### src/rtl/kpn_fifo_channel.sv
// Synchronous KPN channel FIFO: circular buffer with registered full/empty/count.
// Optional sticky overflow/underflow flags are enabled by defining KPN_FIFO_ERR_FLAGS_EN.
module kpn_fifo_channel #(
  parameter int WIDTH      = 16,
  parameter int DEPTH_LOG2 = 3
) (
  input  logic                  clk,
  input  logic                  reset,
  input  logic                  wr,
  input  logic [WIDTH-1:0]      data_in,
  input  logic                  rd,
  output logic [WIDTH-1:0]      data_out,
  output logic                  full,
  output logic                  empty,
  output logic [DEPTH_LOG2:0]   count
`ifdef KPN_FIFO_ERR_FLAGS_EN
  ,
  output logic                  overflow,
  output logic                  underflow
`endif
);

  localparam int                DEPTH     = 1 << DEPTH_LOG2;
  localparam logic [DEPTH_LOG2:0] DEPTH_CNT = (DEPTH_LOG2+1)'(DEPTH);

  logic [WIDTH-1:0]      mem [DEPTH];
  logic [DEPTH_LOG2-1:0] wr_ptr;
  logic [DEPTH_LOG2-1:0] rd_ptr;
  logic                  rd_accept;
  logic                  wr_accept;
  logic [DEPTH_LOG2:0]   count_next;

  // A write into a full FIFO is still accepted when a read frees a slot on the same edge.
  assign rd_accept = rd & ~empty;
  assign wr_accept = wr & (~full | rd_accept);

  always_comb begin
    // NOTE: give every always_comb output a default first so no path leaves it unassigned and infers a latch.
    count_next = count;
    if (wr_accept && !rd_accept)
      count_next = count + 1'b1;
    else if (rd_accept && !wr_accept)
      count_next = count - 1'b1;
  end

  // NOTE: storage is deliberately not reset; empty gating of rd_accept keeps stale words unreadable.
  always_ff @(posedge clk) begin
    if (wr_accept)
      mem[wr_ptr] <= data_in;
  end

  // NOTE: sequential state uses non-blocking assignments so all registers update together at the edge.
  always_ff @(posedge clk or posedge reset) begin
    if (reset) begin
      wr_ptr   <= '0;
      rd_ptr   <= '0;
      count    <= '0;
      full     <= 1'b0;
      empty    <= 1'b1;
      data_out <= '0;
    end else begin
      if (wr_accept)
        wr_ptr <= wr_ptr + 1'b1;
      if (rd_accept) begin
        rd_ptr   <= rd_ptr + 1'b1;
        data_out <= mem[rd_ptr];
      end
      count <= count_next;
      full  <= (count_next == DEPTH_CNT);
      empty <= (count_next == '0);
    end
  end

`ifdef KPN_FIFO_ERR_FLAGS_EN
  always_ff @(posedge clk or posedge reset) begin
    if (reset) begin
      overflow  <= 1'b0;
      underflow <= 1'b0;
    end else begin
      if (wr && !wr_accept)
        overflow <= 1'b1;
      if (rd && !rd_accept)
        underflow <= 1'b1;
    end
  end
`endif

endmodule
### config.mk
export PLATFORM = sky130hd
export DESIGN_NAME = kpn_fifo_channel
export DESIGN_NICKNAME = d
export VERILOG_FILES = /design/src/rtl/kpn_fifo_channel.sv
export SDC_FILE = /design/constraint.sdc
export NUM_CORES = 1
export LEC_CHECK = 0
export ABC_AREA = 0
export CORE_AREA = 2 2 145 147
export DETAILED_ROUTE_END_ITERATION = 8
export DIE_AREA = 0 0 147 149
export MAX_ROUTING_LAYER = met4
export PLACE_DENSITY_LB_ADDON = 0.05
export SLEW_MARGIN = 0
export SYNTH_ARGS = -nofsm -noshare
export SYNTH_HDL_FRONTEND = slang
export SYNTH_SLANG_ARGS = --single-unit
### constraint.sdc
create_clock -name clk -period 3.5 [get_ports clk]
set_input_delay 0.875 -clock clk [delete_from_list [all_inputs] [get_ports clk]]
set_output_delay 0.875 -clock clk [all_outputs]
set_load 0.005 [all_outputs]
==> impl_metrics.py <==
metrics = {
    "status": {
        "status": "finished, final reports clean",
    },
    "synthesis": {
        "ys.flop_type": "edfxtp_1",
        "yosys.area.top_type": "edfxtp_1",
        "yosys-top-cells-count": "128 x edfxtp_1, 32 x mux4_2, 27 x dfrtp_1",
        "yosysUniqueCellTypes": 33,
        "synth_nets": 325,
        "syn_area_per_cell_um2": 20.1,
        "synth_top_area_share_pct": 63.6,
        "yosysMostFrequentCell": "edfxtp_1",
        "synth_area_leaders": "edfxtp_1 64%, mux4_2 12%, dfrtp_1 11%",
        "synth-async-reset-ratio_pct": 17.9,
        "synth_warnings": 0,
        "ys_seq_area_share_pct": 75.2,
        "ys_ff_latch": 156,
        "synth_enable_flop_cells": 128,
        "syn_inst": 301,
        "netlist_area_um2": 6040,
    },
    "setup_path": {
        "path_common_cell": "buf_4",
        "worstPathMaxFanout": 21,
        "crit_path_top_delay_cell": "clkdlybuf4s50_1",
        "regToRegStartpoint": "rd_ptr[0]",
        "regToRegSetupSlack_ns": 1.43,
        "startpoint": "rd",
        "cp-end-kind": "register",
        "required_ns": 3.58,
        "crit_end": "mem[4][5]",
        "worstRegToRegCells": 4,
        "criticalPathCategory": "primary input to register",
        "cp-start-kind": "primary input",
        "cp_slowest_stage_delay_ns": 0.53,
        "cp_cell_sequence": "clkdlybuf4s50_1 > nand2b_4 > a21boi_1 > buf_4 > nand2b_1 > nor2_1 > buf_4",
        "rr_endpoint": "data_out[3]",
        "cp.arrival_ns": 2.53,
    },
    "placement": {
        "post-dp-hpwl_um": 8490,
        "placed_area_um2": 6870,
        "gp_congestion": 0.715,
        "port_buffers": 41,
    },
    "routing": {
        "post-route-drc-count": 0,
        "first_iter_violations": 143,
        "drt-total-wl_um": 13100,
        "ant_nets": 0,
        "post_drt_wl_per_cell_um": 20.0,
        "first_pass_iters": 4,
        "vias_per_cell": 4.38,
        "routed-via-count": 2884,
    },
    "global_routing": {
        "grt_max_degree": 22,
        "grt_antenna_before_repair": 0,
        "grtUsageTotal_pct": 13.5,
        "gr-total-overflow": 0,
        "grt_pass1_wl_um": 20600,
        "grt_pass1_vias": 3197,
    },
    "pwr": {
        "p_leak_nw": 2.57,
        "power_frac_seq_pct": 42.9,
        "p_clk_share_pct": 30.1,
        "netSwitchingPower_mw": 1.81,
        "power_frac_comb_pct": 26.9,
        "finalPower_mw": 6.37,
        "swShare_pct": 28.4,
        "p_int_mw": 4.56,
        "ir_worst_vdd_uv": 357,
        "powerDensity_nw_per_um2": 851,
    },
    "cells_and_area": {
        "nets": 394,
        "area.growth.synth_to_final_pct": 23.9,
        "diodes": 0,
        "drive_gt1_share_pct": 24.5,
        "final_area_um2": 7490,
    },
    "clock_tree": {
        "cts.sinks": 156,
        "post-cts-setup-buffer-count": 0,
        "insertion_delay_ns": 0.42,
        "clock-root-buffer": "clkbuf_16",
        "cts_resized": 0,
        "cts_tree": "built",
        "path_clk_slew_ns": 0.06,
        "ctsHtreeMaxLevel": 4,
        "clk_path_buf_depth": 2,
        "cts_made_buffers": 17,
        "hold_buffers": 0,
    },
    "floorplan": {
        "top_level_ports": 42,
        "fp.dieW_um": 147,
        "die_h_um": 149,
        "initial_core_util_pct": 29.4,
        "rows": 53,
        "fp.dieArea_um2": 21900,
        "coreArea_um2": 20600,
    },
    "sta": {
        "fin_crit_ns": 2.44,
        "final-setup-viol-count": 0,
        "worst_slew_pin_slew_ns": 0.984,
        "clock.fmax_mhz": 409,
        "hold_viol_final": 0,
        "tns_ns": 0,
        "drv_slew": 0,
        "rsz0062_at_grt": "no",
        "fin_worst_skew_ns": 0.0111,
        "period_share_pct": 69.8,
        "slew-limit-headroom_pct": 34.3,
    },
    "worst_hold_path": {
        "worstHoldPathType": "register to register",
    },
    "job": {
        "max_cap_violations": 0,
    },
}
cells by family after synthesis:
logic type / count (synthesis) / share of synthesized area [%]
buffers and inverters: 17 / 1.97
adder cells (fa/ha/maj): 4 / 0.828
AO/OA/AOI/OAI: 23 / 2.15
multiplexers: 50 / 14.9
XOR/XNOR: 7 / 1.14
AND/OR/NAND/NOR: 44 / 3.79
flip-flops: 156 / 75.2
state kept, by name, indices dropped and copies added, names as in the netlist:
register,cells
data_out,16
full,1
rd_ptr,3
mem,128
wr_ptr,3
empty,1
count,4
final cells by class:
class                      instances  area (um2)
clock buffer                      22         454
clock inverter                    10         165
fill                            1942       13100
inverter                           4        15.0
multi-input combinational        128        1390
sequential                       156        4550
tap                              275         344
timing repair buffer              63         576
critical path, delay by kind of cell:
family                 cells  cell delay [ns]
AO/OA/AOI/OAI              1             0.22
buffers and inverters      3             1.01
AND/OR/NAND/NOR            3             0.42
cells in the final DEF, fill, tap and decap left out, drive strengths merged, types with 2 or more instances in the layout:
cell,synthesis,layout
edfxtp,128,128
clkdlybuf4s50,0,41
mux4,32,32
dfrtp,27,27
nand2,24,24
buf,10,22
clkbuf,3,22
mux2i,17,17
o21ai,16,16
nor2,7,7
nand2b,5,5
xnor2,5,5
inv,4,4
ha,4,4
bufinv,0,4
clkinvlp,0,3
nor4,3,3
a21oi,3,3
clkinv,0,3
xor2,2,2
nor3,2,2
how the worst min path moves through the flow:
stage	startpoint	endpoint	slack, ns	depth (start not counted)
after floorplan	data_out[14]	data_out[14]	0.47	2
after global placement	data_out[6]	data_out[6]	0.47	2
after detailed placement	data_out[3]	data_out[3]	0.48	2
after CTS	data_out[3]	data_out[3]	0.49	2
after global routing	data_out[2]	data_out[2]	0.51	2
final	data_out[2]	data_out[2]	0.48	2
routing by layer:
metal / share of wire, % / track usage [%]
met5: 0 / -
met3: 2.8 / 3.36
met1: 50 / 18.5
met2: 46 / 20.0
met4: 1.3 / 4.09
power groups by stage:
stage | clock network [mW] | registers (mW) | logic, mW
after floorplan | 0 | 2.61 | 1.21
after global placement | 0 | 2.79 | 1.77
after detailed placement | 0 | 2.79 | 1.77
after CTS | 1.98 | 2.75 | 1.77
after global routing | 2.05 | 2.81 | 1.89
final | 1.92 | 2.74 | 1.72
metrics by stage:
step / util (%) / worst slack (ns) / hold WS [ns] / std cells
6_report: 36.4 / 1.06 / 0.480 / 658
3_5_place_dp: 33.4 / 0.616 / 0.476 / 626
5_1_grt: 36.4 / 0.963 / 0.513 / 658
4_1_cts: 36.4 / 1.05 / 0.489 / 658
2_1_floorplan: - / 0.539 / 0.473 / 301
3_3_place_gp: 33.4 / 0.633 / 0.469 / 626
(Power assumes the default switching activity.)
